===== src/rtl/fir_pkg.sv =====
// Shared definitions for the time-multiplexed FIR: FSM state encoding and
// a constant-foldable log2 helper used to size pointers and the accumulator.
package fir_pkg;

    typedef enum logic [1:0] {
        IDLE  = 2'd0,
        MAC   = 2'd1,
        DRAIN = 2'd2,
        OUT   = 2'd3
    } fir_state_e;

    // Ceiling log2, usable in parameter and port declarations.
    function automatic int clog2(input int n);
        int r;
        r = 0;
        for (int i = 0; i < 31; i++) begin
            if ((1 << i) < n) r = i + 1;
        end
        return r;
    endfunction

endpackage


===== src/rtl/mult_reg.sv =====
// Registered signed multiplier with one cycle of latency. The product is
// kept at full precision (IN0_WIDTH + IN1_WIDTH bits).
module mult_reg #(
    parameter int IN0_WIDTH = 16,
    parameter int IN1_WIDTH = 16
) (
    input  logic                           clk_i,
    input  logic                           rst_ni,
    input  logic [IN0_WIDTH-1:0]           a_i,
    input  logic [IN1_WIDTH-1:0]           b_i,
    output logic [IN0_WIDTH+IN1_WIDTH-1:0] p_o
);

    localparam int P_W = IN0_WIDTH + IN1_WIDTH;

    logic signed [P_W-1:0] p_q;

    // Register the signed product; operands are sign-extended to the product width first.
    always_ff @(posedge clk_i or negedge rst_ni) begin
        if (!rst_ni) begin
            p_q <= '0;
        end else begin
            p_q <= P_W'($signed(a_i)) * P_W'($signed(b_i));
        end
    end

    assign p_o = p_q;

endmodule


===== src/rtl/fir_mac_seq.sv =====
// Time-multiplexed FIR: one registered multiplier is shared across all taps.
// Each accepted sample is written into a circular delay line, then NUM_TAPS
// taps are issued one per cycle; products land one cycle later and are
// accumulated, and the full-precision sum is held on a valid/ready port.
module fir_mac_seq
    import fir_pkg::*;
#(
    parameter int DATA_WIDTH = 16,
    parameter int COEF_WIDTH = 16,
    parameter int NUM_TAPS   = 8,
    parameter int ACC_WIDTH  = DATA_WIDTH + COEF_WIDTH + clog2(NUM_TAPS)
) (
    input  logic                       clk_i,
    input  logic                       rst_ni,
    input  logic                       clear_i,
    input  logic                       sample_valid_i,
    input  logic [DATA_WIDTH-1:0]      sample_i,
    output logic                       sample_ready_o,
    output logic [clog2(NUM_TAPS)-1:0] coef_addr_o,
    input  logic [COEF_WIDTH-1:0]      coef_i,
    output logic [ACC_WIDTH-1:0]       result_o,
    output logic                       result_valid_o,
    input  logic                       result_ready_i,
    output logic                       busy_o
);

    localparam int PTR_W  = clog2(NUM_TAPS);
    localparam int PROD_W = DATA_WIDTH + COEF_WIDTH;

    fir_state_e                   state_q, state_d;
    logic        [PTR_W-1:0]      wr_ptr_q, wr_ptr_d;
    logic        [PTR_W-1:0]      base_q, base_d;
    logic        [PTR_W-1:0]      k_q, k_d;
    logic        [PTR_W-1:0]      rd_idx;
    logic                         inflight_q, inflight_d;
    logic signed [ACC_WIDTH-1:0]  acc_q, acc_d;
    logic signed [ACC_WIDTH-1:0]  result_q, result_d;
    logic signed [ACC_WIDTH-1:0]  prod_ext;
    logic        [PROD_W-1:0]     prod;
    logic signed [DATA_WIDTH-1:0] dly_q [NUM_TAPS];
    logic                         dly_we;
    logic                         dly_clr;

    // Newest sample sits at base; tap k reads k samples back, wrapping naturally in PTR_W bits.
    assign rd_idx = base_q - k_q;

    mult_reg #(
        .IN0_WIDTH(DATA_WIDTH),
        .IN1_WIDTH(COEF_WIDTH)
    ) u_mult (
        .clk_i (clk_i),
        .rst_ni(rst_ni),
        .a_i   (dly_q[rd_idx]),
        .b_i   (coef_i),
        .p_o   (prod)
    );

    assign prod_ext       = ACC_WIDTH'($signed(prod));
    assign coef_addr_o    = k_q;
    assign sample_ready_o = (state_q == IDLE);
    assign busy_o         = (state_q != IDLE);
    assign result_valid_o = (state_q == OUT);
    assign result_o       = result_q;

    // Next-state and datapath control; clear_i overrides every other event.
    always_comb begin
        state_d    = state_q;
        wr_ptr_d   = wr_ptr_q;
        base_d     = base_q;
        k_d        = k_q;
        inflight_d = 1'b0;
        acc_d      = acc_q;
        result_d   = result_q;
        dly_we     = 1'b0;
        dly_clr    = 1'b0;

        // The multiplier output belongs to the tap issued in the previous cycle.
        if (inflight_q) acc_d = acc_q + prod_ext;

        case (state_q)
            IDLE: begin
                if (sample_valid_i) begin
                    dly_we   = 1'b1;
                    base_d   = wr_ptr_q;
                    wr_ptr_d = wr_ptr_q + PTR_W'(1);
                    acc_d    = '0;
                    k_d      = '0;
                    state_d  = MAC;
                end
            end
            MAC: begin
                inflight_d = 1'b1;
                // k wraps back to 0 after the last tap, so coef_addr_o is 0 outside MAC.
                k_d        = k_q + PTR_W'(1);
                if (k_q == PTR_W'(NUM_TAPS - 1)) state_d = DRAIN;
            end
            DRAIN: begin
                result_d = acc_d;
                state_d  = OUT;
            end
            OUT: begin
                if (result_ready_i) state_d = IDLE;
            end
            default: state_d = IDLE;
        endcase

        if (clear_i) begin
            state_d    = IDLE;
            wr_ptr_d   = '0;
            base_d     = '0;
            k_d        = '0;
            inflight_d = 1'b0;
            acc_d      = '0;
            result_d   = '0;
            dly_we     = 1'b0;
            dly_clr    = 1'b1;
        end
    end

    // FSM state, pointers, in-flight flag, accumulator and held result.
    always_ff @(posedge clk_i or negedge rst_ni) begin
        if (!rst_ni) begin
            state_q    <= IDLE;
            wr_ptr_q   <= '0;
            base_q     <= '0;
            k_q        <= '0;
            inflight_q <= 1'b0;
            acc_q      <= '0;
            result_q   <= '0;
        end else begin
            state_q    <= state_d;
            wr_ptr_q   <= wr_ptr_d;
            base_q     <= base_d;
            k_q        <= k_d;
            inflight_q <= inflight_d;
            acc_q      <= acc_d;
            result_q   <= result_d;
        end
    end

    // Circular delay line: zeroed on reset or clear, written on an accepted sample.
    always_ff @(posedge clk_i or negedge rst_ni) begin
        if (!rst_ni) begin
            for (int i = 0; i < NUM_TAPS; i++) dly_q[i] <= '0;
        end else if (dly_clr) begin
            for (int i = 0; i < NUM_TAPS; i++) dly_q[i] <= '0;
        end else if (dly_we) begin
            dly_q[wr_ptr_q] <= sample_i;
        end
    end

endmodule


===== config.mk =====
export PLATFORM = sky130hd
export DESIGN_NAME = fir_mac_seq
export DESIGN_NICKNAME = d
export VERILOG_FILES = /design/src/rtl/fir_pkg.sv /design/src/rtl/mult_reg.sv /design/src/rtl/fir_mac_seq.sv
export SDC_FILE = /design/constraint.sdc
export NUM_CORES = 1
export LEC_CHECK = 0
export BUFFER_PORTS_ARGS = -buffer_cell sky130_fd_sc_hd__buf_2
export CORE_AREA = 2 2 321 244
export DETAILED_ROUTE_END_ITERATION = 6
export DIE_AREA = 0 0 323 246
export HOLD_SLACK_MARGIN = 0.06
export PLACE_DENSITY = 0.44
export SLEW_MARGIN = 15
export SYNTH_ARGS = -nofsm -noshare
export SYNTH_HDL_FRONTEND = slang
export SYNTH_SLANG_ARGS = --single-unit

===== constraint.sdc =====
create_clock -name clk_i -period 19.2 [get_ports clk_i]
set_input_delay 1.92 -clock clk_i [delete_from_list [all_inputs] [get_ports clk_i]]
set_output_delay 1.92 -clock clk_i [all_outputs]
set_load 0.05 [all_outputs]

==> summary.md <==
| Metric | Value |
|---|---|
| Status | `completed` |
| Worst Setup Start Kind | `register` |
| Worst r2r src | `base_q[0]` |
| RSZ-0062 raised after global routing | `false` |
| Die ar. | `roughly 79,000 um2` |
| Worst-path clk slew | `~0.07 ns` |
| Worst Setup SP | `base_q[0]` |
| DRT antenna net count | `0` |
| Worst Hold Path EP | `dly_q[60]` |
| Worst r2r dst | `u_mult.p_o[31]` |
| Gr usage total | `16.4%` |
| Critical Path RT | `a little under 20 ns` |
| Slew headroom | `17.4%` |
| Final Wtd Congestion | `between 0.8 and 0.9` |
| Type of the most critical hold path | `reg2reg` |
| Max H-tree Level | `1` |
| Starting Density | `28.8%` |
| Worst-Skew Late Latency | `~0.56 ns` |
| Number of global-route vias before repair | `16,700` |
| Min-delay src | `dly_q[60]` |
| Seq/Total Area, Yosys | `between 20% and 30%` |
| Final Skew | `between 0.02 and 0.03 ns` |
| DR WL/cell | `~19 um` |
| Num CTS Buffers | `25` |
| Area Overhead vs Synth | `10.5%` |
| Setup violators final | `0` |
| Ys flop type | `dfrtp_1` |
| CP max FO | `32` |
| Final Hold Fails | `0` |
| CP peak stage delay | `0.84 ns` |
| Post-DP HPWL | `47.4 mm` |
| Die Y-Extent | `between 200 and 250 um` |
| Period utilization | `a little under half` |
| CTS Sinks | `approximately 240` |
| Grt total ovfl | `0` |
| Slew @ Worst Pin | `~1.2 ns` |
| Nets@finish | `between 2,000 and 3,000` |
| Postcts setup bufs | `0` |
| Setup TNS Final | `0 ns` |
| Seq cells post-synth | `~240` |
| Reg2reg setup slack | `10.43 ns` |
| Via count | `roughly 16,000` |
| Core ar. | `approximately 76,000 um2` |
| Post-synth EDFFs | `0` |
| Largest net degree at the start of global routing | `95` |
| Most frequent CP cell | `fa_1` |
| Ratio of cells with drive above 1 in the final layout | `under 10%` |
| Ports | `a little under 80` |
| Iteration-0 DRC Markers | `roughly 1,200` |
| Synth Net Count | `2,771` |
| # DRC | `0` |
| Yosys cell types | `60` |
| CP Class | `reg2reg` |
| Port-buffer cells | `between 70 and 80` |
| Hold path depth | `2` |
| Worst Path Arrival | `around 9.3 ns` |
| F_max | `approximately 110 MHz` |
| Post_cts resized | `0` |
| Synth Instances | `between 2,000 and 2,500` |
| DRT Pass-1 Iters | `5` |
| Max-cap check violation count | `0` |
| Width of the chip | `about 320 um` |
| Root buffer cell | `clkbuf_16` |
| Antenna violations before repair | `3` |
| Global-route wire length before repair | `about 100 mm` |
| Worst-case clock buffer depth | `3` |
| Fin. max-slew vios | `0` |
| Critical path's slowest cell | `fa_1` |
| Synth Cell Area | `21,900 um2` |
| Depth of the most critical reg-to-reg path | `29` |
| Ys async rst share | `100%` |
| Via-to-Cell Ratio | `4.77` |
| CTS tree | `built` |
| Synth Area per Inst | `around 9.4 um2` |
| Final WL | `approximately 64 mm` |
| Hold Buf Count CTS | `0` |
| Final min period | `about 8.8 ns` |
| CP endpoint kind | `register` |
| Ys Warns | `0` |
| Site row count | `88` |
## cell families (layout without fill, tap and decap cells)
| group | after synthesis | in the layout | share of synthesized area, % |
|---|---|---|---|
| AOI/OAI and AO/OA | 352 | 352 | 9.62 |
| xor gates and xnor gates | 63 | 63 | 2.51 |
| adders and majority gates | 388 | 388 | 31.1 |
| buffers and inverters | 448 | 469 | 7.72 |
| DFF | 242 | 242 | 27.6 |
| muxes | 78 | 78 | 5.48 |
| other | 0 | 2 | 0 |
| and+or+nand+nor | 775 | 775 | 15.9 |
## layout make-up
| type | instances | area, um2 |
|---|---|---|
| well taps | 1035 | 1290 |
| inverters | 325 | 1220 |
| multi-input cells | 1656 | 14300 |
| clock buffers | 35 | 733 |
| diodes | 2 | 5.00 |
| clock inverters | 11 | 83.8 |
| flip-flops and latches | 242 | 6060 |
| repair buffers | 98 | 579 |
| fillers | 7944 | 51900 |
## cells in the final DEF (no fill, tap or decap), drive strengths merged, types with 8 or more instances in the layout
cell,n
a211oi,29
a21o,21
a21oi,199
and2,100
and3,10
buf,98
clkbuf,35
dfrtp,242
fa,264
ha,124
inv,326
mux2,18
mux2i,28
mux4,32
nand2,428
nand2b,21
nand3,27
nand3b,8
nand4,16
nor2,111
nor2b,24
nor3,8
o21ai,39
xnor2,41
xor2,22
## how the worst max path moves through the flow
stage / to / depth (start not counted)
3_5_place_dp: u_mult.p_o[31] / 29
3_3_place_gp: u_mult.p_o[25] / 28
5_1_grt: u_mult.p_o[31] / 29
2_1_floorplan: u_mult.p_o[25] / 30
6_report: u_mult.p_o[31] / 29
4_1_cts: u_mult.p_o[31] / 29
## synthesized netlist by cell type (5+ instances only)
master,count,area [um2]
o211ai_1,5,37.5
o21a_1,6,45.0
a21oi_1,199,996
a21o_1,21,158
a31oi_1,6,37.5
nor2_1,111,417
nand2_1,428,1610
nand4_1,16,100
nor3_1,8,40.0
ha_1,124,1550
clkbuf_2,10,50.1
and2_1,100,626
clkbuf_1,103,387
xnor2_1,41,359
mux4_2,32,721
o21bai_1,6,45.0
inv_1,325,1220
and3_1,10,62.6
xor2_1,22,193
o21ai_0,38,190
buf_1,9,33.8
mux2_2,18,203
a311oi_1,6,52.6
mux2i_1,28,280
nor2b_1,24,150
nand2b_1,21,131
fa_1,264,5290
nand3_1,27,135
a211oi_1,29,218
dfrtp_1,242,6060
nand3b_1,8,60.1
or2_2,6,37.5
## worst max-delay path, delay by kind of cell, from the launching register on
kind,cells,cell delay (ns)
XOR/XNOR,2,0.38
multiplexers,2,0.79
flip-flops,1,0.36
adder cells (fa/ha/maj),9,4.33
buffers and inverters,6,0.92
AO/OA/AOI/OAI,6,1.44
AND/OR/NAND/NOR,4,0.44
## sequential cells by signal, indices dropped and copies added (netlist names)
signal and flops:
u_mult.p_o 32, wr_ptr_q 3, dly_q 128, state_q 2
coef_addr_o 3, inflight_q 1, base_q 3, result_o 35
acc_q 35
## stage by stage
step	hold WS, ns	util, %	std cells	setup WS, ns	instance area, um2
final	0.520	31.8	3404	10.43	24300
after global routing	0.538	31.8	3403	9.86	24300
after CTS	0.521	31.8	3400	10.39	24200
after detailed placement	0.512	30.7	3354	10.41	23400
after global placement	0.500	30.7	3354	10.57	23400
after floorplan	0.460	-	2346	10.56	21900
## metal layers
layer  track usage (%)  wire, um  share of wire, %  up-vias
li1                  -         -                 -     7507
met2              24.0     27200                42      394
met4              2.60       917               1.4        0
met5                 0         0                 0        -
met3              3.25      3920               6.1       56
met1              25.0     32000                50     8281
Power is left out: the tool's default activity adds up to more than one toggle a clock period on the data nets, which glitch-free logic cannot reach.
